$ cat src/rtl/fsm_ascon_drive_if.sv
// Bundle between the frame sequencer and the ASCON core / UART front-end.
// Requests are one-cycle pulses (init_o, data_valid_o). The core answers each one with a one-cycle end_* pulse, any
// number of cycles later. Only the end_* that matches the sequencer's current wait state is acted on.
interface fsm_ascon_drive_if;
  logic       start_i;
  logic       end_initialisation_i;
  logic       end_associate_i;
  logic       end_cipher_i;
  logic       end_tag_i;
  logic       init_o;
  logic       associate_data_o;
  logic       data_valid_o;
  logic       finalisation_o;
  logic       init_cpt_mux_o;
  logic       en_cpt_mux_o;
  logic       en_reg_ascon_o;
  logic [4:0] cpt_o;
  logic       busy_o;
  logic       done_o;
  logic [3:0] state_dbg;

  modport master (
    input  start_i, end_initialisation_i, end_associate_i, end_cipher_i, end_tag_i,
    output init_o, associate_data_o, data_valid_o, finalisation_o, init_cpt_mux_o,
           en_cpt_mux_o, en_reg_ascon_o, cpt_o, busy_o, done_o, state_dbg
  );

  modport slave (
    output start_i, end_initialisation_i, end_associate_i, end_cipher_i, end_tag_i,
    input  init_o, associate_data_o, data_valid_o, finalisation_o, init_cpt_mux_o,
           en_cpt_mux_o, en_reg_ascon_o, cpt_o, busy_o, done_o, state_dbg
  );
endinterface

$ cat src/rtl/fsm_ascon_drive.sv
// Frame sequencer that drives one ASCON encryption per frame: init, associated data, NB_BLOCKS-1 data blocks,
// then a final block with tag. It also owns the block index that selects wave_s[cpt_o].
module fsm_ascon_drive #(
  parameter int NB_BLOCKS = 23
) (
  input logic               clock_i,
  input logic               reset_i,
  fsm_ascon_drive_if.master bus
);

  typedef enum logic [3:0] {
    IDLE, INIT, WAIT_INIT, AD, WAIT_AD, DATA, WAIT_CIPHER, LAST, WAIT_TAG, DONE
  } state_t;

  localparam logic [4:0] LAST_IDX = 5'(NB_BLOCKS - 1);
  localparam logic [4:0] NB_IDX   = 5'(NB_BLOCKS);

  state_t     state, state_nxt;
  logic [4:0] cpt;
  logic       clr_cpt, inc_cpt, store;

  always_ff @(posedge clock_i) begin
    if (reset_i) begin
      state <= IDLE;
      cpt   <= '0;
    end else begin
      state <= state_nxt;
      if (clr_cpt)
        cpt <= '0;
      else if (inc_cpt && cpt < NB_IDX)
        cpt <= cpt + 5'd1;
    end
  end

  always_comb begin
    state_nxt = state;
    clr_cpt   = 1'b0;
    inc_cpt   = 1'b0;
    store     = 1'b0;
    case (state)
      IDLE: if (bus.start_i) begin
        clr_cpt   = 1'b1;
        state_nxt = INIT;
      end
      INIT:      state_nxt = WAIT_INIT;
      WAIT_INIT: if (bus.end_initialisation_i) state_nxt = AD;
      AD:        state_nxt = WAIT_AD;
      // A one-block frame has no middle data blocks and goes straight to the final block.
      WAIT_AD: if (bus.end_associate_i) begin
        inc_cpt   = 1'b1;
        state_nxt = (NB_BLOCKS == 1) ? LAST : DATA;
      end
      DATA: state_nxt = WAIT_CIPHER;
      WAIT_CIPHER: if (bus.end_cipher_i) begin
        store     = 1'b1;
        inc_cpt   = 1'b1;
        state_nxt = (cpt == LAST_IDX) ? LAST : DATA;
      end
      LAST: state_nxt = WAIT_TAG;
      WAIT_TAG: if (bus.end_tag_i) begin
        store     = 1'b1;
        state_nxt = DONE;
      end
      DONE:    state_nxt = IDLE;
      default: state_nxt = IDLE;
    endcase
  end

  // The input-driven strobes are masked while reset is high, so reset overrides any concurrent event.
  assign bus.init_cpt_mux_o   = clr_cpt & ~reset_i;
  assign bus.en_cpt_mux_o     = inc_cpt & ~reset_i;
  assign bus.en_reg_ascon_o   = store & ~reset_i;
  assign bus.init_o           = (state == INIT);
  assign bus.associate_data_o = (state == AD) || (state == WAIT_AD);
  assign bus.data_valid_o     = (state == AD) || (state == DATA) || (state == LAST);
  assign bus.finalisation_o   = (state == LAST) || (state == WAIT_TAG);
  assign bus.busy_o           = (state != IDLE);
  assign bus.done_o           = (state == DONE);
  assign bus.cpt_o            = cpt;
  assign bus.state_dbg        = state;

endmodule

$ cat src/flat_wrapper.sv
// flat-port wrapper written by rule: the top's interface ports become plain ports
module fsm_ascon_drive_flat 
#(
  parameter int NB_BLOCKS = 23
)
  (clock_i, reset_i, bus_start_i, bus_end_initialisation_i, bus_end_associate_i, bus_end_cipher_i, bus_end_tag_i, bus_init_o, bus_associate_data_o, bus_data_valid_o, bus_finalisation_o, bus_init_cpt_mux_o, bus_en_cpt_mux_o, bus_en_reg_ascon_o, bus_cpt_o, bus_busy_o, bus_done_o, bus_state_dbg);
  fsm_ascon_drive_if bus_i ();
  input logic clock_i;
  input logic reset_i;
  input wire logic [$bits(bus_i.start_i)-1:0] bus_start_i;
  input wire logic [$bits(bus_i.end_initialisation_i)-1:0] bus_end_initialisation_i;
  input wire logic [$bits(bus_i.end_associate_i)-1:0] bus_end_associate_i;
  input wire logic [$bits(bus_i.end_cipher_i)-1:0] bus_end_cipher_i;
  input wire logic [$bits(bus_i.end_tag_i)-1:0] bus_end_tag_i;
  output wire logic [$bits(bus_i.init_o)-1:0] bus_init_o;
  output wire logic [$bits(bus_i.associate_data_o)-1:0] bus_associate_data_o;
  output wire logic [$bits(bus_i.data_valid_o)-1:0] bus_data_valid_o;
  output wire logic [$bits(bus_i.finalisation_o)-1:0] bus_finalisation_o;
  output wire logic [$bits(bus_i.init_cpt_mux_o)-1:0] bus_init_cpt_mux_o;
  output wire logic [$bits(bus_i.en_cpt_mux_o)-1:0] bus_en_cpt_mux_o;
  output wire logic [$bits(bus_i.en_reg_ascon_o)-1:0] bus_en_reg_ascon_o;
  output wire logic [$bits(bus_i.cpt_o)-1:0] bus_cpt_o;
  output wire logic [$bits(bus_i.busy_o)-1:0] bus_busy_o;
  output wire logic [$bits(bus_i.done_o)-1:0] bus_done_o;
  output wire logic [$bits(bus_i.state_dbg)-1:0] bus_state_dbg;
  assign bus_i.start_i = bus_start_i;
  assign bus_i.end_initialisation_i = bus_end_initialisation_i;
  assign bus_i.end_associate_i = bus_end_associate_i;
  assign bus_i.end_cipher_i = bus_end_cipher_i;
  assign bus_i.end_tag_i = bus_end_tag_i;
  assign bus_init_o = bus_i.init_o;
  assign bus_associate_data_o = bus_i.associate_data_o;
  assign bus_data_valid_o = bus_i.data_valid_o;
  assign bus_finalisation_o = bus_i.finalisation_o;
  assign bus_init_cpt_mux_o = bus_i.init_cpt_mux_o;
  assign bus_en_cpt_mux_o = bus_i.en_cpt_mux_o;
  assign bus_en_reg_ascon_o = bus_i.en_reg_ascon_o;
  assign bus_cpt_o = bus_i.cpt_o;
  assign bus_busy_o = bus_i.busy_o;
  assign bus_done_o = bus_i.done_o;
  assign bus_state_dbg = bus_i.state_dbg;
  fsm_ascon_drive #(.NB_BLOCKS(NB_BLOCKS)) u_core (.clock_i(clock_i), .reset_i(reset_i), .bus(bus_i));
endmodule
$ cat config.mk
export PLATFORM = sky130hd
export DESIGN_NAME = fsm_ascon_drive_flat
export DESIGN_NICKNAME = d
export VERILOG_FILES = /design/src/rtl/fsm_ascon_drive_if.sv /design/src/rtl/fsm_ascon_drive.sv /design/src/flat_wrapper.sv
export SDC_FILE = /design/constraint.sdc
export NUM_CORES = 1
export LEC_CHECK = 0
export ABC_CLOCK_PERIOD_IN_PS = 1320
export CAP_MARGIN = 15
export CORE_AREA = 2 2 39 41
export DETAILED_ROUTE_END_ITERATION = 10
export DIE_AREA = 0 0 41 43
export DONT_BUFFER_PORTS = 1
export MAX_ROUTING_LAYER = met4
export RECOVER_POWER = 50
export SLEW_MARGIN = 10
export SYNTH_ARGS = -nofsm -noshare
export SYNTH_HDL_FRONTEND = slang
export SYNTH_SLANG_ARGS = --single-unit
$ cat constraint.sdc
create_clock -name clock_i -period 1.32 [get_ports clock_i]
set_input_delay 0.198 -clock clock_i [delete_from_list [all_inputs] [get_ports clock_i]]
set_output_delay 0.198 -clock clock_i [all_outputs]
set_load 0.05 [all_outputs]
# After elaboration in Yosys (flattened, before gate mapping)
# Index checks and enable logic that the tools add are counted.
# classes
addsub	1
muxes	14
n_reduce_logical	9
n_eq_ne	15
bitwise	4
order_cmp	1
# op_table
cell	n
$pmux 4 s9	1
$mux 4	5
$eq 4x3->1 const B	4
$ne 2x2->1 const B	5
$eq 4x2->1 const B	2
$eq 4x4->1 const B	2
$add 5x1->5 const B	1
$eq 5x5->1 const B	1
$lt 5x5->1 const B	1
$mux 1	5
$reduce_and 5->1	1
$eq 4x1->1 const B	1
$logic_not 4->1	1
$logic_or 1x1->1	4
$pmux 1 s2	2
$reduce_bool 4->1	1
$and 1x1->1	3
$mux 2	1
$reduce_or 2->1	1
$logic_and 1x1->1	1
$not 1->1	1
# totals
out_inout_bits	18
wordCells	46
regBits	9

# Depth between registers and ports, before layout
# Gate-level depths: netlist of run 1.
# depth
depth_word	4
ltp_mapped	5
depth_no_buf	5

# Worst setup path before layout of run 1
# Ideal clock, no wire load.
# synth_timing
path_kind	flip-flop to output port
from	register u_core.state[2] (netlist: u_core.bus.state_dbg[2])
to	output bus_en_cpt_mux_o
t_required_ns	1.122
arrival_time_ns	2.295
path_stages_with_launch	4
path_slack_ns	-1.173
n_path_buf	1
path_cell_list	dfxtp_1 > buf_6 > or3b_4 > nor3_1
# synth_between
elab_chain_len	3
word_cells_on_any_way	4
cone_classes	eq/ne (2); mux (1); bitwise (1)
# synth_lines
item	line_no	text
start, declared	fsm_ascon_drive.sv:18	state_t state, state_nxt;
start signal, assigned	fsm_ascon_drive.sv:27	state <= state_nxt;
$eq 4x3->1	fsm_ascon_drive.sv:40	case (state)
$pmux 1 s2 *	fsm_ascon_drive.sv:40	
$and 1x1->1 *	fsm_ascon_drive.sv:71	assign bus.en_cpt_mux_o = inc_cpt & ~reset_i;
end, declared	flat_wrapper.sv:20	output wire logic [$bits(bus_i.en_cpt_mux_o)-1:0] bus_en_cpt_mux_o;
# Mark *: on every way between the ends. The rest lies on a longest branch, timed or not.

# Final worst setup path of run 1
# layout_timing
from	register u_core.state[1] (netlist: u_core.bus.state_dbg[1])
to	output bus_en_reg_ascon_o
# layout_between
elab_chain_len	3
word_cells_on_any_way	4
cone_classes	eq/ne (2); mux (1); bitwise (1)
# layout_lines
item	line_no	text
$eq 4x4->1 / $eq 4x3->1 (equally long branches)	fsm_ascon_drive.sv:40	
$pmux 1 s2 *	fsm_ascon_drive.sv:40	
$and 1x1->1 *	fsm_ascon_drive.sv:72	assign bus.en_reg_ascon_o = store & ~reset_i;
end, declared	flat_wrapper.sv:21	output wire logic [$bits(bus_i.en_reg_ascon_o)-1:0] bus_en_reg_ascon_o;
# Marks and branches as above.

==> results of run 1 <==
## cell usage after synthesis (all sizes together) (2+ instances only)
library cell and n:
nand3b 2, buf 3, nor3 2, nor2b 2, nand2b 4, a211oi 2
nand2 6, nand3 3, a21oi 3, inv 2, ha 2, mux2i 4
nor2 10, xnor2 2, dfxtp 9
## routing by layer
metal  vias up  track usage  wire length (um)
li1        346            -                 -
met1       377        0.305               875
met2        42        0.475              1290
met3        23       0.0681               156
met4         0        0.227               178
met5         -            -                 0
## sequential cells by signal, indices dropped and copies added (netlist names)
register,count
u_core.bus.state_dbg,4
u_core.bus.cpt_o,5
## path summary, 6_finish.rpt
path,startpoint,to,slack [ns],depth (start not counted)
setup reg to reg,u_core.bus.state_dbg[2],u_core.bus.cpt_o[2],-0.25,5
hold reg to reg,u_core.bus.state_dbg[0],u_core.bus.state_dbg[0],0.52,1
hold / removal,reset_i,u_core.bus.state_dbg[2],0.15,2
setup / recovery,u_core.bus.state_dbg[1],bus_en_reg_ascon_o,-0.34,5
## cell families after synthesis
family,count (synthesis),synth area share
and+or+nand+nor,35,0.310
AOI/OAI and AO/OA,15,0.200
DFF,9,0.293
buffers and inverters,6,0.0631
muxes,4,0.0652
xor gates and xnor gates,2,0.0285
adders and majority gates,2,0.0407
## timing repair
item                                   in CTS  in global routing
setup endpoints to repair                  14                 16
pin swaps                                  14                  6
gates resized for setup                    26                  7
endpoints found under the hold margin       2                  2
setup buffers                               6                  7
## layout by cell type, fill, tap and decap left out, types with 2 or more instances in the layout
master    instances
buf_4            23
buf_6            10
buf_12            7
nor2_4            5
dfxtp_1           5
nor2_1            4
dfxtp_4           4
nand2_2           3
nand2b_1          3
mux2i_1           3
clkbuf_4          3
nor3_4            2
xnor2_1           2
nand2_1           2
nand3b_1          2
nand3_1           2
a21oi_1           2
ha_1              2
## cell type report
cell class                 count  area, um^2  area share
clock buffer                   4        26.3      0.0205
inverter                       2        7.51     0.00585
multi-input combinational     58         598       0.466
sequential                     9         195       0.152
tap                           16        20.0      0.0156
timing repair buffer          41         435       0.340
## critical path, cell delays in order, from the launching register on
cell and delay, ns:
dfxtp_4 0.43, nand2_2 0.09, nor3b_2 0.22, a31oi_2 0.09, nor3_4 0.18, buf_12 0.16
## power by group through the flow
stage / logic, mW / clock network (mW) / registers [mW]
6_report: 0.879 / 0.229 / 0.353
5_1_grt: 0.911 / 0.242 / 0.357
4_1_cts: 0.741 / 0.224 / 0.347
3_5_place_dp: 0.626 / 0 / 0.341
3_3_place_gp: 0.615 / 0 / 0.340
2_1_floorplan: 0.394 / 0 / 0.380
==> key figures, run 1 <==
Logic synthesis
  • Synthesized area: between 600 and 700 um^2
  • Syn nets: 82
  • Seq/Total Area, Yosys: 0.293
  • Yosys reg bits: 9
  • Largest cells by area after synthesis: dfxtp_1, mux2i_1, nor2_1
  • Post-synth cell types: 34
  • Number of flops mapped to enable cells by yosys: 0
  • Largest area contributor in the netlist: dfxtp_1
  • Top-area cell type share of the netlist area: 0.293
  • Synth Flop Type: dfxtp_1
  • Post-Syn Area per Cell: between 8 and 9 um^2
  • Mapped Cells: 73
  • Ys Warns: 0
  • Async S/R FF share, synth: 0

Finish
  • Util after Layout: 0.927
  • Share of layout cells above drive strength 1: 0.684
  • Finished Layout Cells: 130
  • Ant. Diodes: 0
  • Filler Cell Count: between 40 and 50
  • Final instance area: ~1300 um^2
  • Area grow syn2layout: 109%
  • Total Nets Final: approximately 120

Floorplan
  • Initial Util: 0.444
  • Die Width: 41 um
  • Core Rows: 14
  • Core Area: about 1400 um^2
  • DIE HEIGHT: ~43 um
  • Full die area: ~1800 um^2
  • Number of I/O pins: 25

Global route
  • Vias in the first global route: 750
  • First-pass GRT wire length: roughly 3.3 mm
  • Initial antenna violation count: 0
  • Largest net degree at the start of global routing: 10
  • GR Overflow Total: 0
  • Gr usage total: 0.302

Routing
  • DRT Pass-1 Iters: 4
  • Final WL: between 2 and 2.5 mm
  • Post-route antenna net violation count: 0
  • DR vias/cell: between 6 and 7
  • Via count: 788
  • DRC Markers: 0
  • Wire length per cell: ~19 um
  • 1st-iter DRT viols: 13

Power
  • Sequential Power Share: 0.242
  • Power Total: about 1.5 mW
  • Sw Ratio: 0.448
  • Clk pwr share: 0.157
  • VDD IR max: approximately 850 uV
  • Comb power frac: 0.601
  • LEAKAGE: approximately 0.48 nW
  • P_int: 807 uW
  • PwrDens: between 1000 and 1500 nW/um^2
  • P_sw: ~650 uW

Timing
  • Count of final setup violators: 16
  • Fmax: ~600 MHz
  • Slew headroom: 0.804
  • Min Tclk post-route: 1.66 ns
  • Slew @ Worst Pin: between 0.2 and 0.3 ns
  • Fin. Hold Viols: 0
  • Worst setup margin: -0.337 ns
  • Hold slack: 0.154 ns
  • Final Max Slew Viols: 0
  • RSZ-0062 raised after global routing: yes
  • Setup TNS: -3.38 ns
  • Fin crit share: 1.26
  • Setup Skew: approximately 0.0022 ns

Run
  • Total of max-cap violations: 0

Clock tree
  • CTS tree: built
  • H-tree levels: 1
  • Reg clk slew, reported paths: 0.06 ns
  • Root Driver: clkbuf_4
  • Worst-Skew Late Latency: ~0.28 ns
  • Clock Path Buffers: 2
  • Num Clock Sinks: 9
  • Total CTS buffers: 3

Run status
  • Status: finished with violations
  • Failing checks: negative setup slack

Placed design
  • Placed inst area: between 1000 and 1500 um^2
  • GP Congestion: between 0.7 and 0.8
  • Final HPWL DP: between 1 and 1.5 mm
  • Placed insts: about 110
  • # port buffers: 0
  • Pre-CTS setup slack: -0.103 ns

Worst setup path
  • Startpoint Class: flip-flop
  • Worst setup EP type: primary output
  • Worst-path maximum fanout: 7
  • Critical path class: reg -> out
  • Worst EP required: 1.12 ns
  • WP data arrival: between 1 and 1.5 ns

Min path
  • Hold Path Class: in -> reg
Note: power is estimated with default switching activity, not from simulation.
==> run 2, diff against run 1 <==
Settings changed: GPL_TIMING_DRIVEN set to 0.
==> run 2 against run 1 <==
The run still ends with negative setup slack left. Maximum frequency decreased by 13%. Highest routed layer unchanged. Largest cell class unchanged. Die area stayed put. First-iteration DRC count decreased by 15%.
==> key figures, run 2 (same netlist as run 1, synthesis figures left out) <==
Worst setup path
  • Worst R2R End: u_core.bus.cpt_o[0]
  • WP data arrival: around 1.7 ns
  • End of the critical path: bus_en_cpt_mux_o
  • Worst EP required: roughly 1.1 ns
  • Critical path class: reg -> out
  • R2r setup slk: -0.52 ns
  • R2R depth: 7
  • RR Startpoint: u_core.bus.state_dbg[2]
  • Worst-path maximum fanout: 4
  • Crit path launch: u_core.bus.state_dbg[2]
  • Worst setup EP type: primary output
  • Startpoint Class: flip-flop

Power
  • VDD IR max: roughly 900 uV
  • Power Total: roughly 1.4 mW
  • LEAKAGE: 0.401 nW
  • PwrDens: 1230 nW/um^2

Global route
  • Initial antenna violation count: 0
  • First-pass GRT wire length: 2.72 mm
  • Gr usage total: 0.240
  • Largest net degree at the start of global routing: 11
  • Vias in the first global route: 660
  • GR Overflow Total: 0

Min path
  • Hold Path Class: in -> reg

Timing
  • Fin crit share: 1.44
  • Worst setup margin: -0.575 ns
  • Fin. Hold Viols: 0
  • Fmax: 528 MHz
  • Min Tclk post-route: between 1.5 and 2 ns
  • Slew headroom: 0.550
  • Slew @ Worst Pin: roughly 0.67 ns
  • RSZ-0062 raised after global routing: yes
  • Final Max Slew Viols: 0
  • Count of final setup violators: 17
  • Setup Skew: about 0.0043 ns
  • Setup TNS: -7.24 ns

Placed design
  • # port buffers: 0
  • GP Congestion: 0.650
  • Final HPWL DP: around 1.0 mm

Floorplan
  • Full die area: roughly 1800 um^2
  • DIE HEIGHT: approximately 43 um
  • Number of I/O pins: 25
  • Die Width: approximately 40 um
  • Core Area: 1380 um^2
  • Core Rows: 14
  • Initial Util: 0.444

Finish
  • Area grow syn2layout: 85.3%
  • Largest register FFs: 5
  • Filler Cell Count: 81
  • Commonest cells after routing, fill and taps aside: buf_4, buf_6, nor2_4, dfxtp_2, nor2_1
  • Total Nets Final: between 100 and 150
  • Share of layout cells above drive strength 1: 0.710
  • Ant. Diodes: 0
  • Multi-input combinational cell area: between 600 and 700 um^2
  • Sequential standard cell area: approximately 200 um^2
  • Commonest non-fill, non-tap cell in the layout: buf_4

Clock tree
  • Root Driver: clkbuf_4
  • Clock Path Buffers: 2
  • H-tree levels: 1
  • Total CTS buffers: 3
  • CTS tree: built
  • Worst-Skew Late Latency: roughly 0.26 ns
  • Reg clk slew, reported paths: approximately 0.06 ns
  • Num Clock Sinks: 9

Routing
  • DRC Markers: 0
  • Wire length per cell: approximately 17 um
  • Via count: 663
  • Post-route antenna net violation count: 0
  • DRT Pass-1 Iters: 4
  • DR vias/cell: about 5.7
  • Final WL: between 2 and 2.5 mm
  • 1st-iter DRT viols: 11

Run status
  • Failing checks: negative setup slack
  • Status: finished with violations

Run
  • Total of max-cap violations: 0
## run 2: changes by cell type in the layout (fill, tap and decap cells not counted), sizes merged
cell / delta
buf: -15
clkbuf: +1
## run 2: layer usage
layer | vias up | wire length, um | track usage
li1 | 320 | - | -
met1 | 319 | 812 | 0.245
met2 | 19 | 1070 | 0.397
met3 | 5 | 99 | 0.0628
met4 | 0 | 39 | 0.120
met5 | - | 0 | -
## run 2: worst max-delay path: stages, from the launching register on
cell and delay [ns]:
dfxtp_4 0.44, buf_6 0.15, or3b_4 0.40, nor3_4 0.44
## run 2: report_power, final
group	total [mW]	switching (mW)	internal, mW
clock	0.213	0.0961	0.117
sequential	0.383	0.0890	0.294
combinational	0.802	0.434	0.368
total	1.40	0.619	0.779
## run 2: per-stage QoR
stage          utilization  instance area, um^2  setup WS (ns)  cells  hold slack (ns)
4_1_cts              0.732                 1010         -0.570    108            0.103
2_1_floorplan            -                  743         -0.360     73            0.260
3_5_place_dp         0.552                  763         -0.427     89            0.267
6_report             0.823                 1140         -0.575    116            0.119
5_1_grt              0.823                 1140         -0.641    116            0.109
3_3_place_gp         0.552                  763         -0.427     89            0.262
## run 2: what timing repair did
action,in CTS,in global routing
hold buffers,1,0
buffers inserted,14,10
resized for setup,27,16
hold endpoints to repair,2,0
endpoints found under the setup margin,17,17
pin swaps,15,17
## run 2: final cells by class
| class | instances | area share |
|---|---|---|
| repair buffers | 23 | 0.170 |
| flip-flops and latches | 9 | 0.174 |
| well taps | 16 | 0.0176 |
| clock buffers | 4 | 0.0231 |
| multi-input cells | 58 | 0.548 |
| inverters | 2 | 0.00879 |
| plain buffers | 4 | 0.0582 |
## run 2: worst min path at each step
stage | from | end | depth (start not counted)
finish | reset_i | u_core.bus.state_dbg[1] | 2
global route | reset_i | u_core.bus.state_dbg[2] | 2
CTS | reset_i | u_core.bus.state_dbg[2] | 2
detailed placement | reset_i | u_core.bus.state_dbg[3] | 1
global placement | reset_i | u_core.bus.state_dbg[3] | 1
floorplan | reset_i | u_core.bus.state_dbg[3] | 1
